## src/rtl/evo_rst_seq.sv

```systemverilog
// Reset sequencer and timebase: filters PLL lock, releases reset domains in a
// staggered order, handles software partial resets and emits divided tick enables.

module evo_rst_tick #(
  parameter logic [15:0] DIV = 16'd12
) (
  input  logic clk_in,
  input  logic core_rstn,
  input  logic run,
  output logic tick
);
  localparam logic [15:0] LAST = DIV - 16'd1;

  logic [15:0] cnt;

  always_ff @(posedge clk_in or negedge core_rstn) begin
    if (!core_rstn) begin
      cnt  <= '0;
      tick <= 1'b0;
    end else if (!run) begin
      cnt  <= '0;
      tick <= 1'b0;
    end else if (cnt == LAST) begin
      cnt  <= '0;
      tick <= 1'b1;
    end else begin
      cnt  <= cnt + 16'd1;
      tick <= 1'b0;
    end
  end
endmodule

module evo_rst_seq #(
  parameter int NUM_DOMAINS      = 4,
  parameter int STAGE_DELAY      = 16,
  parameter int LOCK_FILT_CYCLES = 48,
  parameter int NUM_TICKS        = 2,
  parameter logic [16*NUM_TICKS-1:0] TICK_DIV = 32'h2EE0_000C
) (
  input  logic                   clk_in,
  input  logic                   core_rstn,
  input  logic                   pll_locked,
  input  logic                   sw_rst_req,
  input  logic [NUM_DOMAINS-1:0] sw_rst_mask,
  output logic [NUM_DOMAINS-1:0] dom_rstn,
  output logic                   all_rdy,
  output logic                   lock_filt,
  output logic [7:0]             lock_lost_cnt,
  output logic [1:0]             state,
  output logic [NUM_TICKS-1:0]   tick
);
  typedef enum logic [1:0] {
    WAIT_LOCK = 2'd0,
    RELEASE   = 2'd1,
    RUN       = 2'd2,
    SW_RESET  = 2'd3
  } state_t;

  localparam int          IW      = (NUM_DOMAINS > 1) ? $clog2(NUM_DOMAINS) : 1;
  localparam logic [15:0] STG_RLD = 16'(STAGE_DELAY - 1);
  localparam logic [7:0]  LF_END  = 8'(LOCK_FILT_CYCLES - 1);
  localparam logic [IW-1:0] IDX_LAST = IW'(NUM_DOMAINS - 1);

  state_t      st;
  logic [1:0]  sync_pipe;
  logic [7:0]  lf_cnt;
  logic [15:0] stage_cnt;
  logic [IW-1:0] idx;
  logic        leave_run;
  logic        tick_run;

  assign state = st;

  // Lock filter: lock_filt only follows s2 after a sustained disagreement.
  always_ff @(posedge clk_in or negedge core_rstn) begin
    if (!core_rstn) begin
      sync_pipe <= '0;
      lf_cnt    <= '0;
      lock_filt <= 1'b0;
    end else begin
      sync_pipe <= {sync_pipe[0], pll_locked};
      if (sync_pipe[1] == lock_filt) begin
        lf_cnt <= '0;
      end else if (lf_cnt == LF_END) begin
        lock_filt <= sync_pipe[1];
        lf_cnt    <= '0;
      end else begin
        lf_cnt <= lf_cnt + 8'd1;
      end
    end
  end

  always_ff @(posedge clk_in or negedge core_rstn) begin
    if (!core_rstn) begin
      st            <= WAIT_LOCK;
      dom_rstn      <= '0;
      all_rdy       <= 1'b0;
      lock_lost_cnt <= '0;
      stage_cnt     <= '0;
      idx           <= '0;
    end else if (st != WAIT_LOCK && !lock_filt) begin
      // lock loss outranks every other transition
      st       <= WAIT_LOCK;
      dom_rstn <= '0;
      all_rdy  <= 1'b0;
      if (lock_lost_cnt != 8'hFF) lock_lost_cnt <= lock_lost_cnt + 8'd1;
    end else begin
      case (st)
        WAIT_LOCK: begin
          dom_rstn <= '0;
          all_rdy  <= 1'b0;
          if (lock_filt) begin
            st        <= RELEASE;
            idx       <= '0;
            stage_cnt <= STG_RLD;
          end
        end
        RELEASE: begin
          if (stage_cnt == 16'd0) begin
            dom_rstn[idx] <= 1'b1;
            idx           <= idx + 1'b1;
            stage_cnt     <= STG_RLD;
            if (idx == IDX_LAST) begin
              st      <= RUN;
              all_rdy <= 1'b1;
            end
          end else begin
            stage_cnt <= stage_cnt - 16'd1;
          end
        end
        RUN: begin
          if (sw_rst_req && |sw_rst_mask) begin
            dom_rstn  <= dom_rstn & ~sw_rst_mask;
            stage_cnt <= STG_RLD;
            st        <= SW_RESET;
            all_rdy   <= 1'b0;
          end
        end
        SW_RESET: begin
          if (stage_cnt == 16'd0) begin
            // unmasked domains never dropped, so releasing all is equivalent
            dom_rstn <= '1;
            st       <= RUN;
            all_rdy  <= 1'b1;
          end else begin
            stage_cnt <= stage_cnt - 16'd1;
          end
        end
        default: st <= WAIT_LOCK;
      endcase
    end
  end

  // Ticks are suppressed on the edge that leaves RUN as well as outside it.
  assign leave_run = (st == RUN) && (!lock_filt || (sw_rst_req && |sw_rst_mask));
  assign tick_run  = (st == RUN) && !leave_run;

  for (genvar i = 0; i < NUM_TICKS; i++) begin : g_tick
    evo_rst_tick #(.DIV(TICK_DIV[16*i +: 16])) u_tick (
      .clk_in    (clk_in),
      .core_rstn (core_rstn),
      .run       (tick_run),
      .tick      (tick[i])
    );
  end
endmodule
```

## config.mk

```make
export PLATFORM = sky130hd
export DESIGN_NAME = evo_rst_seq
export DESIGN_NICKNAME = d
export VERILOG_FILES = /design/src/rtl/evo_rst_seq.sv
export SDC_FILE = /design/constraint.sdc
export NUM_CORES = 1
export LEC_CHECK = 0
export ABC_AREA = 1
export CAP_MARGIN = 10
export CORE_UTILIZATION = 50
export DETAILED_ROUTE_END_ITERATION = 6
export DONT_BUFFER_PORTS = 1
export HOLD_SLACK_MARGIN = 0.1
export PLACE_DENSITY = 0.62
export SYNTH_ARGS = -nofsm -noshare
export SYNTH_HDL_FRONTEND = slang
export SYNTH_SLANG_ARGS = --single-unit
export TNS_END_PERCENT = 10
```

## constraint.sdc

```tcl
create_clock -name clk_in -period 2 [get_ports clk_in]
set_input_delay 0.6 -clock clk_in [delete_from_list [all_inputs] [get_ports clk_in]]
set_output_delay 0.6 -clock clk_in [all_outputs]
set_load 0.05 [all_outputs]
```

Yosys cells after proc, flatten, opt, wreduce, memory -nomap -nowiden
Cells that the tools add are included.
Word-level totals
  bits in registers: 78
  latch bits: 0
  RAM bits: 0
  bits in read-only memories: 0
  input bits: 8
  output and inout bits: 18
  memories kept: 0
Operators by class
  add/sub/neg operators: 6
  $mul: 0
  div/mod/pow operators: 0
  $lt $le $gt $ge: 2
  eq/ne operators: 18
  shift-type cells: 0
  muxes and demuxes: 38
  bitwise logic cells: 5
  reduce and logical (&&, ||, !) cells: 20
Operators with widths (number)
  $mux 16: 8
  $pmux 16 s4: 1
  $add 16x1->16 const B: 2
  $add 8x1->8 const B: 2
  $eq 16x14->1 const B: 1
  $eq 16x4->1 const B: 1
  $logic_not 16->1: 1
  $mux 2: 8
  $mux 4: 4
  $mux 8: 2
  $pmux 4 s4: 1
  $sub 16x1->16 const B: 1
  $ne 3x3->1 const B: 5
  $reduce_and 4->1: 3
  $mux 1: 10
  $eq 8x6->1 const B: 1
  $ne 2x2->1 const B: 4
  $ne 8x8->1 const B: 1
  $pmux 2 s4: 1
  $eq 2x2->1 const B: 3
  $logic_and 1x1->1: 5
  $reduce_and 5->1: 1
  $and 4x4->4: 1
  $not 4->4: 1
  17 further kinds: 21

Logic depth before layout (Yosys ltp)
Gate-level depths: netlist of the first run.
  depth in word-level cells: 8
  gate-level depth with buffers: 11

By module
A second synthesis of the first run with hierarchy kept.
Second synthesis, totals
  cells, all modules: 584
  area total of the unflattened synthesis: 4546.9 sq um
By module, submodules not included
  evo_rst_seq: instances 1, cells an instance 345, area each 2641.3 sq um, seq. area each 1101.1 sq um
  evo_rst_tick (g_tick[1].u_tick): instances 1, cells an instance 113, area each 953.4 sq um, seq. area each 425.4 sq um
  evo_rst_tick (g_tick[0].u_tick): instances 1, cells an instance 126, area each 952.2 sq um, seq. area each 425.4 sq um

Worst setup path after synthesis of the first run
Ideal clock, no wire load.
  path kind: reg2reg
  start: register lock_lost_cnt[1]
  end: register lock_lost_cnt[3]
  setup time: 0.142 ns
  data arrival time: 1.617 ns
  required time: 1.858 ns
  slack: 0.241 ns
  stages on the path, launching flop included: 9
  clock period less this slack: 1.759 ns
  cells stage by stage: dfrtp_1 > ha_1 > nand3_1 > nor3_1 > nand3_1 > nand2_2 > inv_2 > nand2_1 > xnor2_1
Between the ends
  longest elaborated chain between the ends: 2
  elaborated cells between the ends (all ways): 3
  those cells by class: add/sub (1); eq/ne (1); reduce/logical (1)
RTL lines
  start: declaration: RTL line 48  | output logic [7:0] lock_lost_cnt,
  start signal: assignment: RTL line 106  | if (lock_lost_cnt != 8'hFF) lock_lost_cnt <= lock_lost_cnt + 8'd1;
  parallel branches: the longest is 2 deep, another holds $add 8x1->8
Several ways; the timed one is not identified.
A chain may end at the register's enable or synchronous reset.

Worst setup path in the final report of the first run
  start: register stage_cnt[0]
  end: register all_rdy
Between the ends
  longest elaborated chain between the ends: 3
  elaborated cells between the ends (all ways): 4
  those cells by class: eq/ne (2); reduce/logical (2)
RTL lines
  start: declaration: RTL line 67  | logic [15:0] stage_cnt;
  start signal: assignment: RTL line 128  | stage_cnt <= stage_cnt - 16'd1;
  start signal: assignment: RTL line 146  | stage_cnt <= stage_cnt - 16'd1;
  $logic_not 16->1 *: RTL line 119, 140
  $ne 3x3->1 (no source line)
  $reduce_and 4->1 (no source line) *
  end signal: assignment: RTL line 125  | all_rdy <= 1'b1;
  end signal: assignment: RTL line 136  | all_rdy <= 1'b0;
  end signal: assignment: RTL line 144  | all_rdy <= 1'b1;
  end: declaration: RTL line 46  | output logic all_rdy,
Every way passes the cells marked *; elsewhere a longest branch is shown, timed or not.

==> impl_metrics.tcl, run 1 <==
set metrics [dict create \
    synth.ff_latch_count 78 \
    io_pins 26 \
    nets 599 \
    drt-pass1-iter-count 4 \
    tns_ns 0 \
    yosys.area.top_type_share_pct 44.9 \
    vias 3554 \
    rows 33 \
    critPathLaunchType "register" \
    required_ns 2.24 \
    grtUsageMet3_pct 4.70 \
    synthFlopType "dfrtp_1" \
    power_density_nw_per_um2 588 \
    syn-cell-area_um2 4350 \
    gp_congestion 0.866 \
    die_h_um 95.3 \
    finalWirelength_mm 8.79 \
    track_usage_pct 21.3 \
    cpMaxStageDelayCell "dfrtp_1" \
    wire_per_inst_um 12.7 \
    yosys.area.top_type "dfrtp_1" \
    finalHoldViolations 78 \
    fmax_ghz 0.567 \
    syn_avg_cell_area_um2 7.69 \
    pre_cts_ws_ns 0.172 \
    fillers 787 \
    yosysWarningCount 0 \
    post-route-drc-count 0 \
    fin_skew_ns 0.0110 \
    multiInputGateArea_um2 2120 \
    dieArea_um2 9080 \
    ir_drop_mv 0.328 \
    grtUsageMet1_pct 28.5 \
    grt_setup_unrepaired "no" \
    p_leak_uw 0.00222 \
    clk_latency_ns 0.36 \
    cts_tree "yes" \
    synth.distinct_cells 36 \
    async_reset_ff_share_pct 100 \
    cpMostUsedCell "nand2_2" \
    port_buffers 0 \
    drt_iter0_drc 142 \
    min_path_type "primary input to async pin" \
    maxCapViolations 0 \
    overflow 0 \
    cp.buffers_inverters 2 \
    area_delta_synth_final_pct 8.31 \
    synthTopCellsByArea "dfrtp_1, nand2_1, nor2_1" \
    post_cts_resized 0 \
    synth-edff-count 0 \
    dieWidth_um 95.3 \
    min_period_ns 1.76 \
    setup_violations 0 \
    status "finished with violations" \
    post-route-period-util_pct 88.1 \
    place_hpwl_mm 6.32 \
    initial_core_util_pct 52.4 \
    synth_cells 566 \
    cts_made_buffers 9 \
    hold_slack_ns -0.0677 \
    fin_util_pct 56.8 \
    synth_common_cells "nand2_1, nor2_1, dfrtp_1" \
    grt_pass1_wl_mm 14.7 \
    crit_family "simple AND/OR/NAND/NOR gates" \
    ff_latch_area_um2 1950 \
    crit_chain "inv_1, ha_1, nand3_1, nor2_1, nand2_1, nand2_2, nand2_2, inv_2, nand2_2, nand2_1, o21ai_1" \
    violations "hold timing" \
    vias_per_cell 5.15 \
    clock_path_buffers 2 \
    maxSlewViolCount 0 \
    drive_gt1_share_pct 9.06 \
    antenna_cells 0 \
    grt_use_met2_pct 33.7 \
    core_um2 8300 \
    worst_pin_slew_ns 0.564 \
    cts_htree_levels 3 \
    clk_pin_slew_ns 0.08 \
    max_stage_delay_ns 0.39 \
    cts_sinks 78 \
    worst-setup-path-type "register to register" \
    cp_max_fo 5 \
    grt_max_degree 79 \
    crit_path_end_kind "register" \
    antenna_found_initial 0 \
    post_cts_buffers 0 \
    antenna_left 0 \
    grt_pass1_vias 3223 \
    setup_slack_ns 0.238 \
    cts_root_buf "clkbuf_8" \
    cp.arrival_ns 2.01 \
    relSlewSlack_pct 62.4 \
    synth_most_common_cell "nand2_1" \
    grt-busiest-layer "met2" \
    yosysSeqAreaShare_pct 44.9 \
    synth_fp_nets 584 \
]
## per-layer routing
layer	vias up	wire (µm)
met5	-	0
met4	0	144
met3	10	433
met2	65	3950
met1	1632	4250
li1	1847	-
## sequential cells by signal, summed over array words and instances (netlist names)
signal	cells
g_tick.u_tick.cnt	32
sync_pipe	2
dom_rstn	4
g_tick.u_tick.tick	2
all_rdy	1
lf_cnt	8
idx	2
lock_filt	1
stage_cnt	16
lock_lost_cnt	8
state	2
## where the power goes
group | switching (µW) | leakage [µW] | internal (µW) | total (µW)
combinational | 9.71 | 0.00107 | 6.49 | 16.2
clock | 569 | 0.0000952 | 600 | 1170
sequential | 5.23 | 0.00105 | 1580 | 1590
## cells by family (layout without fill, tap and decap cells)
kind of cell             Yosys count  after routing  synth area share [%]
flip-flops                        78             78                  44.9
AO/OA/AOI/OAI                     34             34                  4.52
AND/OR/NAND/NOR                  347            347                  35.3
multiplexers                       1              1                 0.259
adder cells (fa/ha/maj)           10             10                  2.88
XOR/XNOR                          29             29                  5.84
buffers and inverters             67             86                  6.33
## final timing paths
check                                          from                                 to  slack, ns  cells past startpoint
max in group asynchronous                 core_rstn  g_tick[0].u_tick.cnt[4]$_DFF_PN0_       1.94                      0
setup / recovery           stage_cnt[0]$_DFFE_PN0P_                all_rdy$_DFFE_PN0P_       0.24                     11
hold reg to reg              sync_pipe[0]$_DFF_PN0_             sync_pipe[1]$_DFF_PN0_       0.36                      0
hold / removal                            core_rstn       lock_lost_cnt[2]$_DFFE_PN0P_      -0.07                      0
min in group clk_in                      pll_locked             sync_pipe[0]$_DFF_PN0_       0.27                      0
setup reg to reg           stage_cnt[0]$_DFFE_PN0P_                all_rdy$_DFFE_PN0P_       0.24                     11
## through the flow
| step | total power (µW) | cell area, µm² | hold slack [ns] | std cells |
|---|---|---|---|---|
| 2_1_floorplan | 1630 | 4350 | 0.304 | 566 |
| 3_3_place_gp | 1630 | 4520 | 0.306 | 675 |
| 3_5_place_dp | 1640 | 4520 | 0.306 | 675 |
| 4_1_cts | 2810 | 4710 | -0.0854 | 690 |
| 5_1_grt | 2880 | 4710 | -0.101 | 690 |
| 6_report | 2770 | 4710 | -0.0677 | 690 |
## layout by cell type, fill, tap and decap left out, types with 2 or more instances in the layout
cell and count:
a31oi_1 5, ha_1 10, dfrtp_1 78, xor2_1 19, a21oi_1 7, o21ai_0 14, nor3b_1 4, nor4_1 6
nor2_4 2, nor2_1 89, nand3_1 41, nand3b_1 4, nand2_2 7, clkinv_2 3, nor2_2 2, inv_1 51
inv_2 6, a21oi_2 2, xnor2_1 10, nor3b_2 2, o211ai_1 2, nand3_2 2, buf_4 13, nand2_1 153
clkbuf_8 10, nor3_1 17, nand4_1 16
## cell type report
class | count | area share, %
tap | 105 | 2.79
inverter | 58 | 4.65
sequential | 78 | 41.4
clock buffer | 11 | 3.00
clock inverter | 4 | 1.01
multi-input combinational | 421 | 45.1
timing repair buffer | 13 | 2.07
No activity file was read; power rests on OpenSTA's default activity.
==> run 2: changes to the inputs <==
- GPL_TIMING_DRIVEN: default -> 0
==> run 2 against run 1 <==
Against the previous run: the run still ends with hold timing left; die area is the same; count of clock-buffer cells in the layout is the same; first-iteration DRC count is 4.9% lower; final area unchanged; via count decreased by 0.51%; hold slack improved by 0.0032 ns; clock skew down 0.0045 ns; cell count shrank 0.43%; power up 4.8%; global-route usage down 0.31 points; critical path type unchanged; largest cell class unchanged; highest routed layer unchanged.
==> impl_metrics.tcl, run 2 (same netlist as run 1, synthesis figures left out) <==
set metrics [dict create \
    status "finished with violations" \
    worst-setup-path-type "register to register" \
    post-route-drc-count 0 \
    p_leak_uw 0.00220 \
    top_register "g_tick.u_tick.cnt" \
    p_total_uw 2910 \
    cp.arrival_ns 2.06 \
    die_h_um 95.3 \
    crit_path_end "all_rdy$_DFFE_PN0P_" \
    drive_gt1_share_pct 9.28 \
    power_density_nw_per_um2 617 \
    cts_htree_levels 3 \
    crit_chain "inv_1, ha_1, nand3_1, nor2_1, nand2_1, nand2_2, nand2_2, inv_2, nand2_2, nand2_1, o21ai_1" \
    antenna_cells 0 \
    maxCapViolations 0 \
    grt_pass1_wl_mm 14.8 \
    vias_per_cell 5.15 \
    violations "hold timing" \
    vias 3536 \
    initial_core_util_pct 52.4 \
    cts_tree "yes" \
    tns_ns 0 \
    track_usage_pct 21.0 \
    min_path_type "primary input to async pin" \
    reg2reg_slack_ns 0.17 \
    relSlewSlack_pct 62.4 \
    grt_pass1_vias 3330 \
    rows 33 \
    core_um2 8300 \
    postPlaceCellArea_um2 4480 \
    cp-startpoint "stage_cnt[0]$_DFFE_PN0P_" \
    ir_drop_mv 0.429 \
    reg_top3 "g_tick.u_tick.cnt: 32 flops, stage_cnt: 16 flops" \
    critPathLaunchType "register" \
    place_hpwl_mm 6.30 \
    io_pins 26 \
    worst_pin_slew_ns 0.564 \
    cts_made_buffers 9 \
    final_common_cell "nand2_1" \
    antenna_found_initial 0 \
    fmax_ghz 0.548 \
    fin_skew_ns 0.00654 \
    port_buffers 0 \
    clk_latency_ns 0.35 \
    grt_setup_unrepaired "no" \
    grt_max_degree 79 \
    cpMostUsedCell "nand2_2" \
    hold_slack_ns -0.0645 \
    cts_sinks 78 \
    cp_max_fo 5 \
    timing.rr.start "stage_cnt[0]$_DFFE_PN0P_" \
    antenna_left 0 \
    fillers 773 \
    drt-pass1-iter-count 4 \
    finalHoldViolations 78 \
    reg2regPathDepth 11 \
    nets 595 \
    layout_common_cells "nand2_1, nor2_1, dfrtp_1" \
    max_stage_delay_ns 0.39 \
    overflow 0 \
    dieArea_um2 9080 \
    required_ns 2.23 \
    dieWidth_um 95.3 \
    clk_pin_slew_ns 0.08 \
    min_period_ns 1.83 \
    design_area_um2 4710 \
    setup_violations 0 \
    finalWirelength_mm 8.65 \
    largest_reg_flops 32 \
    crit_path_end_kind "register" \
    r2r_end "all_rdy$_DFFE_PN0P_" \
    post_cts_buffers 0 \
    drt_iter0_drc 135 \
    area_delta_synth_final_pct 8.31 \
    wire_per_inst_um 12.6 \
    post-route-period-util_pct 91.3 \
    maxSlewViolCount 0 \
    cts_root_buf "clkbuf_8" \
    gp_congestion 0.897 \
    cpMaxStageDelayCell "dfrtp_1" \
    clock_path_buffers 2 \
]
run 2: layout make-up:
class | instances | area, µm² | share of cell area [%]
Sequential cell | 78 | 1960 | 41.6
Multi-Input combinational cell | 421 | 2120 | 45.1
Clock inverter | 5 | 81.3 | 1.73
Buffer | 9 | 56.3 | 1.19
Tap cell | 105 | 131 | 2.79
Inverter | 58 | 219 | 4.65
Clock buffer | 11 | 141 | 3.00
run 2: worst min path at each step:
stage                     slack, ns       from                           endpoint  cells after the start
final                         -0.06  core_rstn       lock_lost_cnt[2]$_DFFE_PN0P_                      0
after global routing          -0.09  core_rstn       lock_lost_cnt[2]$_DFFE_PN0P_                      0
after CTS                     -0.09  core_rstn  g_tick[0].u_tick.cnt[0]$_DFF_PN0_                      0
after detailed placement       0.31  core_rstn       lock_lost_cnt[2]$_DFFE_PN0P_                      0
after global placement         0.31  core_rstn       lock_lost_cnt[2]$_DFFE_PN0P_                      0
after floorplan                0.30  core_rstn                all_rdy$_DFFE_PN0P_                      0
run 2: worst max-delay path, delay by kind of cell, from the launching register on:
kind                     cells  cell delay [ns]
buffers and inverters        2             0.26
adder cells (fa/ha/maj)      1             0.20
AO/OA/AOI/OAI                1             0.08
flip-flops                   1             0.39
AND/OR/NAND/NOR              7             0.77
run 2: per-stage QoR:
step	cells	utilization, %	hold slack [ns]	setup slack [ns]
global route	687	56.8	-0.0911	0.0134
finish	687	56.8	-0.0645	0.175
global placement	671	54.0	0.306	0.0360
detailed placement	671	54.0	0.306	-0.0171
floorplan	566	-	0.304	0.241
CTS	687	56.7	-0.0892	0.0160
run 2: what timing repair did:
| action | in CTS | in global routing |
|---|---|---|
| pin swaps | 0 | 0 |
| hold endpoints to repair | 78 | 78 |
| gates resized for setup | 1 | 5 |
| cloned | 0 | 0 |
| setup endpoints to repair | 10 | 40 |
run 2: where the power goes:
group | internal (µW) | switching (µW) | total [µW]
sequential | 1580 | 5.25 | 1590
combinational | 6.46 | 9.44 | 15.9
clock | 740 | 564 | 1300
total | 2330 | 579 | 2910
run 2: metal layers:
| layer | share of wire, % | global-route usage (%) |
|---|---|---|
| met4 | 1.3 | 6.57 |
| met1 | 48 | 27.3 |
| met5 | 0 | 0 |
| met2 | 46 | 34.3 |
| met3 | 4.9 | 5.18 |
==> run 3: changes to the inputs <==
- CORE_MARGIN: default -> 1
==> results of run 3 <==
No change in the layout: final DEF, timing and power equal those of run 2.
